===== src/rtl/multicycle_control_unit_pkg.sv =====
// Shared encodings for the multi-cycle RV32I control unit: opcodes, FSM states and datapath select codes.
package multicycle_control_unit_pkg;

    localparam int unsigned OPCODE_W = 7;

    localparam logic [OPCODE_W-1:0] OP_RTYPE  = 7'b0110011;
    localparam logic [OPCODE_W-1:0] OP_IMM    = 7'b0010011;
    localparam logic [OPCODE_W-1:0] OP_LOAD   = 7'b0000011;
    localparam logic [OPCODE_W-1:0] OP_STORE  = 7'b0100011;
    localparam logic [OPCODE_W-1:0] OP_BRANCH = 7'b1100011;
    localparam logic [OPCODE_W-1:0] OP_JAL    = 7'b1101111;
    localparam logic [OPCODE_W-1:0] OP_JALR   = 7'b1100111;
    localparam logic [OPCODE_W-1:0] OP_SYSTEM = 7'b1110011;

    typedef enum logic [2:0] {
        S_IF   = 3'd0,
        S_ID   = 3'd1,
        S_EX   = 3'd2,
        S_MEM  = 3'd3,
        S_WB   = 3'd4,
        S_HALT = 3'd5
    } state_e;

    localparam logic [1:0] ALU_ADD    = 2'b00;
    localparam logic [1:0] ALU_BRANCH = 2'b01;
    localparam logic [1:0] ALU_FUNCT  = 2'b10;

    localparam logic [1:0] SRC_A_PC    = 2'b00;
    localparam logic [1:0] SRC_A_OLDPC = 2'b01;
    localparam logic [1:0] SRC_A_RS1   = 2'b10;

    localparam logic [1:0] SRC_B_RS2  = 2'b00;
    localparam logic [1:0] SRC_B_FOUR = 2'b01;
    localparam logic [1:0] SRC_B_IMM  = 2'b10;

    localparam logic PC_SRC_ALU    = 1'b0;
    localparam logic PC_SRC_ALUOUT = 1'b1;

    // Opcodes that need an EX cycle; anything else leaving ID is a NOP or ECALL.
    function automatic logic is_ex_opcode(input logic [OPCODE_W-1:0] op);
        return (op == OP_RTYPE) || (op == OP_IMM) || (op == OP_LOAD) || (op == OP_STORE) ||
               (op == OP_BRANCH) || (op == OP_JAL) || (op == OP_JALR);
    endfunction

endpackage


===== src/rtl/mc_latency_counter.sv =====
// Memory-latency counter: counts cycles spent in an access and flags the final one.
module mc_latency_counter #(
    parameter int unsigned MEM_LAT = 1,
    parameter int unsigned CNT_W   = $clog2(MEM_LAT + 1)
) (
    input  logic clk,
    input  logic rst_n,
    input  logic i_clear,
    input  logic i_enable,
    output logic o_last_cycle
);

    logic [CNT_W-1:0] r_cnt;

    assign o_last_cycle = (r_cnt == CNT_W'(MEM_LAT - 1));

    // Saturates on the last cycle; the owning FSM clears it when it leaves the state.
    always_ff @(posedge clk or negedge rst_n) begin
        if (!rst_n) begin
            r_cnt <= '0;
        end else if (i_clear) begin
            r_cnt <= '0;
        end else if (i_enable && !o_last_cycle) begin
            r_cnt <= r_cnt + CNT_W'(1);
        end
    end

endmodule


===== src/rtl/multicycle_control_unit.sv =====
// Multi-cycle RV32I control FSM: sequences IF/ID/EX/MEM/WB and drives datapath selects and enables.
module multicycle_control_unit
    import multicycle_control_unit_pkg::*;
#(
    parameter int unsigned MEM_LAT = 1
) (
    input  logic       clk,
    input  logic       reset,
    input  logic [6:0] opcode,
    input  logic       bcond,
    input  logic       x17_is_10,
    output logic       pc_write,
    output logic       old_pc_write,
    output logic       i_or_d,
    output logic       mem_read,
    output logic       mem_write,
    output logic       ir_write,
    output logic       mem_to_reg,
    output logic       pc_to_reg,
    output logic       reg_write,
    output logic       pc_source,
    output logic [1:0] alu_src_a,
    output logic [1:0] alu_src_b,
    output logic [1:0] alu_op,
    output logic       is_halted
);

    localparam int unsigned CNT_W = $clog2(MEM_LAT + 1);

    state_e r_state;
    state_e w_next;
    logic   w_last;
    logic   w_cnt_clear;
    logic   w_cnt_en;

    assign w_cnt_en    = (r_state == S_IF) || (r_state == S_MEM);
    assign w_cnt_clear = (w_next != r_state);

    mc_latency_counter #(
        .MEM_LAT (MEM_LAT),
        .CNT_W   (CNT_W)
    ) u_lat_cnt (
        .clk          (clk),
        .rst_n        (reset),
        .i_clear      (w_cnt_clear),
        .i_enable     (w_cnt_en),
        .o_last_cycle (w_last)
    );

    always_ff @(posedge clk or negedge reset) begin
        if (!reset) begin
            r_state <= S_IF;
        end else begin
            r_state <= w_next;
        end
    end

    always_comb begin
        w_next = r_state;
        case (r_state)
            S_IF: begin
                if (w_last) w_next = S_ID;
            end
            S_ID: begin
                if (opcode == OP_SYSTEM) begin
                    w_next = x17_is_10 ? S_HALT : S_IF;
                end else if (is_ex_opcode(opcode)) begin
                    w_next = S_EX;
                end else begin
                    w_next = S_IF;
                end
            end
            S_EX: begin
                case (opcode)
                    OP_RTYPE, OP_IMM:  w_next = S_WB;
                    OP_LOAD, OP_STORE: w_next = S_MEM;
                    default:           w_next = S_IF;
                endcase
            end
            S_MEM: begin
                if (w_last) w_next = (opcode == OP_LOAD) ? S_WB : S_IF;
            end
            S_WB:    w_next = S_IF;
            S_HALT:  w_next = S_HALT;
            default: w_next = S_IF;
        endcase
    end

    // Reset gates every output so an aborted access never leaves a strobe high.
    always_comb begin
        pc_write     = 1'b0;
        old_pc_write = 1'b0;
        i_or_d       = 1'b0;
        mem_read     = 1'b0;
        mem_write    = 1'b0;
        ir_write     = 1'b0;
        mem_to_reg   = 1'b0;
        pc_to_reg    = 1'b0;
        reg_write    = 1'b0;
        pc_source    = PC_SRC_ALU;
        alu_src_a    = SRC_A_PC;
        alu_src_b    = SRC_B_RS2;
        alu_op       = ALU_ADD;
        is_halted    = 1'b0;
        if (reset) begin
            case (r_state)
                S_IF: begin
                    mem_read = 1'b1;
                    if (w_last) begin
                        ir_write     = 1'b1;
                        old_pc_write = 1'b1;
                        pc_write     = 1'b1;
                        alu_src_b    = SRC_B_FOUR;
                    end
                end
                S_ID: begin
                    alu_src_a = SRC_A_OLDPC;
                    alu_src_b = SRC_B_IMM;
                end
                S_EX: begin
                    case (opcode)
                        OP_RTYPE: begin
                            alu_src_a = SRC_A_RS1;
                            alu_op    = ALU_FUNCT;
                        end
                        OP_IMM: begin
                            alu_src_a = SRC_A_RS1;
                            alu_src_b = SRC_B_IMM;
                            alu_op    = ALU_FUNCT;
                        end
                        OP_LOAD, OP_STORE: begin
                            alu_src_a = SRC_A_RS1;
                            alu_src_b = SRC_B_IMM;
                        end
                        OP_BRANCH: begin
                            alu_src_a = SRC_A_RS1;
                            alu_op    = ALU_BRANCH;
                            pc_write  = bcond;
                            pc_source = PC_SRC_ALUOUT;
                        end
                        OP_JAL: begin
                            reg_write = 1'b1;
                            pc_to_reg = 1'b1;
                            pc_write  = 1'b1;
                            pc_source = PC_SRC_ALUOUT;
                        end
                        OP_JALR: begin
                            alu_src_a = SRC_A_RS1;
                            alu_src_b = SRC_B_IMM;
                            reg_write = 1'b1;
                            pc_to_reg = 1'b1;
                            pc_write  = 1'b1;
                        end
                        default: ;
                    endcase
                end
                S_MEM: begin
                    i_or_d    = 1'b1;
                    mem_read  = (opcode == OP_LOAD);
                    mem_write = (opcode == OP_STORE);
                end
                S_WB: begin
                    reg_write  = 1'b1;
                    mem_to_reg = (opcode == OP_LOAD);
                end
                S_HALT:  is_halted = 1'b1;
                default: ;
            endcase
        end
    end

endmodule


===== config.mk =====
export PLATFORM = sky130hd
export DESIGN_NAME = multicycle_control_unit
export DESIGN_NICKNAME = d
export VERILOG_FILES = /design/src/rtl/multicycle_control_unit_pkg.sv /design/src/rtl/mc_latency_counter.sv /design/src/rtl/multicycle_control_unit.sv
export SDC_FILE = /design/constraint.sdc
export NUM_CORES = 1
export LEC_CHECK = 0
export CORE_UTILIZATION = 32
export DETAILED_ROUTE_END_ITERATION = 12
export GPL_ROUTABILITY_DRIVEN = 0
export GPL_TIMING_DRIVEN = 0
export PLACE_DENSITY_LB_ADDON = 0.05
export SLEW_MARGIN = 0
export SYNTH_ARGS = -nofsm -noshare
export SYNTH_HDL_FRONTEND = slang
export SYNTH_HIERARCHICAL = 1
export SYNTH_SLANG_ARGS = --single-unit

===== constraint.sdc =====
create_clock -name clk -period 1.42 [get_ports clk]
set_input_delay 0.284 -clock clk [delete_from_list [all_inputs] [get_ports clk]]
set_output_delay 0.284 -clock clk [all_outputs]
set_load 0.01 [all_outputs]

# Word level (Yosys, flattened, before mapping)

Index checks and enable logic that the tools add are counted.

$add $sub $neg: 1
Multipliers: 0
Div/mod/pow operators: 0
$lt $le $gt $ge: 0
Eq/ne operators: 14
Shift-type cells: 0
Mux-type cells: 44
Bitwise operators: 0
Reduce and logical (&&, ||, !) cells: 16

Operators with widths:

| operator                                                         | number |
|---|---|
| 7-bit == test (second input constant)                            | 4 |
| 1-bit 2-to-1 mux                                                 | 23 |
| 3-bit 2-to-1 mux                                                 | 5 |
| 3-bit case mux with 5 select lines                               | 1 |
| 7-bit by 6-bit == test with 1-bit output (second input constant) | 2 |
| 2-bit 2-to-1 mux                                                 | 7 |
| 1-bit case mux with 2 select lines                               | 4 |
| 2-bit case mux with 2 select lines                               | 2 |
| 2-bit OR reduction                                               | 4 |
| 7-bit by 2-bit == test with 1-bit output (second input constant) | 1 |
| 7-bit by 5-bit == test with 1-bit output (second input constant) | 1 |
| 1-bit logical OR                                                 | 7 |
| 3-bit by 2-bit == test with 1-bit output (second input constant) | 2 |
| 3-bit == test (second input constant)                            | 2 |
| 2-bit case mux with 3 select lines                               | 1 |
| 3-bit case mux with 2 select lines                               | 1 |
| 6-bit OR reduction                                               | 1 |
| 4-bit OR reduction                                               | 1 |
| 3-bit by 1-bit == test with 1-bit output (second input constant) | 1 |
| 3-bit logical NOT                                                | 1 |
| 3-bit != test                                                    | 1 |
| 2-bit nonzero test                                               | 1 |
| 1-bit adder (second input constant)                              | 1 |
| 1-bit logical AND                                                | 1 |

Bits in registers: 4
Latch bits: 0
Bits in writable memories: 0
Bits in read-only memories: 0
Input port bits: 11
Output and inout port bits: 17
Logic and storage cells: 77
Memories: 0

# Depth between registers and ports, before layout

Word-level depth: 12
Mapped depth: 6

# Modules after synthesis

The synthesis kept the hierarchy.

By module, submodules not included:

| module                  | instances | cells an instance | area an instance (um^2) |
|---|---|---|---|
| multicycle_control_unit | 1         | 77                | 519.2 |
| mc_latency_counter      | 1         | 3                 | 41.3 |

# Worst setup path after synthesis

Ideal clock, no wire load.

Path kind: reg-to-output
From: register r_state[1]
To: output port alu_src_b[0]
Arrival time: 1.455 ns
Data required time: 1.136 ns
Setup slack: -0.319 ns
Cell stages (with the launch flop): 5
Cell sequence: dfrtp_1 -> clkbuf_1 -> or2_2 -> nor3_1 -> buf_4

Longest elaborated chain between the ends: 3
Elaborated cells on any way between the ends: 5
Classes of those cells: eq/ne: 2; mux: 2; reduce/logical: 1

RTL lines:

| item                                                             | RTL line                       | RTL |
|---|---|---|
| start, declared                                                  | multicycle_control_unit.sv:30  | `state_e r_state;` |
| start signal, assigned                                           | multicycle_control_unit.sv:54  | `r_state <= w_next;` |
| 3-bit by 2-bit == test with 1-bit output (tied with other cells) | multicycle_control_unit.sv:106 | `case (r_state)` |
| 2-bit case mux with 3 select lines *                             | multicycle_control_unit.sv:106 |  |
| 2-bit 2-to-1 mux *                                               | multicycle_control_unit.sv:105 | `if (reset) begin` |
| end, declared                                                    | multicycle_control_unit.sv:23  | `output logic [1:0] alu_src_b,` |

Every way passes the cells marked *; elsewhere a longest branch is shown, timed or not.

# Worst setup path after layout

From: input port opcode[3]
To: output port mem_read

Longest elaborated chain between the ends: 3

RTL lines:

| item                                     | RTL line                       | RTL |
|---|---|---|
| start, declared                          | multicycle_control_unit.sv:9   | `input logic [6:0] opcode,` |
| 7-bit by 2-bit == test with 1-bit output | multicycle_control_unit.sv:159 | `mem_read = (opcode == OP_LOAD);` |
| 1-bit case mux with 2 select lines       | multicycle_control_unit.sv:106 |  |
| 1-bit 2-to-1 mux                         | multicycle_control_unit.sv:105 |  |
| end, declared                            | multicycle_control_unit.sv:15  | `output logic mem_read,` |

No other way between the ends.

==> flow_metrics.tcl <==
set metrics [dict create \
    seq_power_share_pct 16.6 \
    path_clk_slew_ns 0.04 \
    syn_nets 91 \
    vias_per_cell 5.647 \
    drt-total-wl_mm 2.425 \
    vias 847 \
    rows 14 \
    place_hpwl_mm 1.238 \
    pre_cts_slack_ns -1.305 \
    drive_gt1_share_pct 68.66 \
    synthArstFlopShare_pct 100.0 \
    critical_path_arrival_ns 1.51 \
    fin_skew_ns 0.004483 \
    clk_path_buf_depth 2 \
    grt_pass1_vias 749 \
    drc_errors 2 \
    outcome "finished, violations left" \
    die_area_sq_um 1923 \
    rr_endpoint "r_state[0]" \
    critPathMaxFanout 5 \
    swShare_pct 41.73 \
    dp_cells 121 \
    crit_type "in -> out" \
    core_area_sq_um 1577 \
    tns_ns -4.379 \
    pwr_density_cell_nw_per_um2 778.2 \
    fillers 89 \
    place_area_sq_um 924.6 \
    crit-reg2reg-launch "r_state[1]" \
    ctsRootBufferMaster "clkbuf_4" \
    power.leakage_nw 0.5605 \
    synthCells 80 \
    cts_sinks 4 \
    power_mw 0.9970 \
    areaGrowthSynthToFinish_pct 128.6 \
    min_path_type "in -> reg" \
    yosys_warnings 6 \
    required_ns 1.14 \
    cts_tree "yes" \
    drv_cap 0 \
    cts_made_buffers 3 \
    endpoint_kind "output port" \
    crit_end "mem_read" \
    fin_cells 150 \
    grt_overflow 0 \
    initial_core_util_pct 35.56 \
    fin_area_sq_um 1281 \
    first_pass_iters 8 \
    hold_violations 0 \
    grt_use_total_pct 24.66 \
    fmax_ghz 0.5561 \
    synth-edff-count 0 \
    grt_max_degree 11 \
    tightest_slew_ns 0.3646 \
    power.switching_mw 0.4160 \
    ff2ff_path_depth 6 \
    p_int_mw 0.5810 \
    final_antenna_net_count 0 \
    violations "DRC, setup timing" \
    clk_latency_ns 0.25 \
    relSlewSlack_pct 75.47 \
    drtIter0Drc 24 \
    fin_crit_ns 1.798 \
    wl_per_cell_um 16.17 \
    worst_slack_ns -0.3782 \
    htreeDepth 1 \
    start_kind "input port" \
    final_nets 147 \
    maxSlewViolCount 0 \
    combPwrFrac_pct 68.2 \
    rsz0062_at_grt "yes" \
    synth_ff_type "dfrtp_1" \
    peakVddDrop_mv 0.6215 \
    synth_cell_types 32 \
    n_antenna_cell 0 \
    antenna_found_initial 0 \
    fp.dieH_um 43.86 \
    syn_avg_cell_area_sq_um 7.007 \
    grt_first_pass_wirelength_mm 3.484 \
    ios 28 \
    setup_viol 19 \
    clkPwrFrac_pct 15.2 \
    ys_ff_latch 4 \
    die_w_um 43.86 \
    ff2ff_setup_slack_ns -0.21 \
    startpoint "opcode[3]" \
    port_buffers 25 \
    synth_area_sq_um 560.5 \
    fin_crit_sh_pct 126.6 \
    synth-seq-area-share_pct 17.86 \
]
==> repair_timing <==
action	CTS	global route
pin swaps	17	11
setup endpoints to repair	19	19
endpoints found under the hold margin	0	4
hold buffers	0	1
buffers inserted	24	5
resized for setup	120	21
==> layout by cell type (no fill, tap or decap), types with 3 or more instances in the layout <==
| cell | count |
|---|---|
| a21oi_1 | 4 |
| buf_2 | 10 |
| buf_4 | 18 |
| buf_6 | 20 |
| clkbuf_4 | 3 |
| nand2_1 | 8 |
| nand4_1 | 3 |
| nor2_1 | 7 |
| nor2_4 | 5 |
==> Yosys cell counts (2+ instances only) <==
cell type  count  share of area [%]
a21oi_1        7                6.2
a2bb2oi_1      2                3.1
buf_4          2                2.7
clkbuf_1       3                2.0
dfrtp_1        4                 18
inv_1          2                1.3
nand2_1       11                7.4
nand2b_1       4                4.5
nand3_1        2                1.8
nand4_1        3                3.3
nor2_1        13                8.7
nor2b_1        4                4.5
nor3_1         4                3.6
==> worst max-delay path, cell delays in order <==
cell and delay (ns):
buf_8 0.10, nand4bb_4 0.24, nor2_4 0.13, or4b_4 0.49
a21oi_4 0.12, buf_2 0.14
==> area by class of cell <==
| type | instances | area, sq um | share of cell area [%] |
|---|---|---|---|
| tap | 16 | 20.02 | 1.562 |
| timing repair buffer | 52 | 465.4 | 36.33 |
| inverter | 2 | 7.507 | 0.5859 |
| sequential | 4 | 102.6 | 8.008 |
| buffer | 5 | 62.56 | 4.883 |
| multi-input combinational | 68 | 600.6 | 46.87 |
| clock buffer | 3 | 22.52 | 1.758 |
==> worst min-delay path by stage <==
| stage | endpoint | cells after the start | from | slack, ns |
|---|---|---|---|---|
| finish | r_state[2] | 3 | opcode[4] | 0.49 |
| global route | r_state[2] | 3 | opcode[4] | 0.50 |
| CTS | r_state[1] | 1 | reset | 0.01 |
| detailed placement | u_lat_cnt/r_cnt | 1 | u_lat_cnt/r_cnt | 0.52 |
| global placement | u_lat_cnt/r_cnt | 1 | u_lat_cnt/r_cnt | 0.51 |
| floorplan | r_state[0] | 0 | reset | -0.01 |
==> through the flow <==
step | hold slack [ns] | utilization [%]
final | 0.4945 | 81.27
after global routing | 0.5003 | 81.27
after CTS | 0.01264 | 74.44
after detailed placement | 0.5208 | 58.65
after global placement | 0.5106 | 58.65
after floorplan | -0.01159 | -
==> state kept, by name, indices dropped and copies added (netlist names) <==
name and count:
r_state 3, u_lat_cnt/r_cnt 1
==> power groups by stage <==
stage	Combinational [mW]	Sequential (mW)	Clock, mW
3_3_place_gp	0.459	0.169	0
2_1_floorplan	0.287	0.158	0
6_report	0.680	0.165	0.152
3_5_place_dp	0.464	0.167	0
5_1_grt	0.705	0.168	0.160
4_1_cts	0.596	0.161	0.150
==> cells by family (layout without fill, tap and decap cells) <==
family	after synthesis	after routing	share of synthesized area (%)
AND/OR/NAND/NOR	54	54	57.59
buffers and inverters	8	62	6.918
AO/OA/AOI/OAI	14	14	17.63
flip-flops	4	4	17.86
==> metal layers <==
metal,vias to the layer above,share of wire [%],global-route usage (%)
met5,-,0,0
met4,0,1.4,9.091
met3,5,5.7,6.250
met2,38,52,42.39
met1,407,40,29.47
li1,397,-,-
Note: power is estimated with default switching activity, not from simulation.
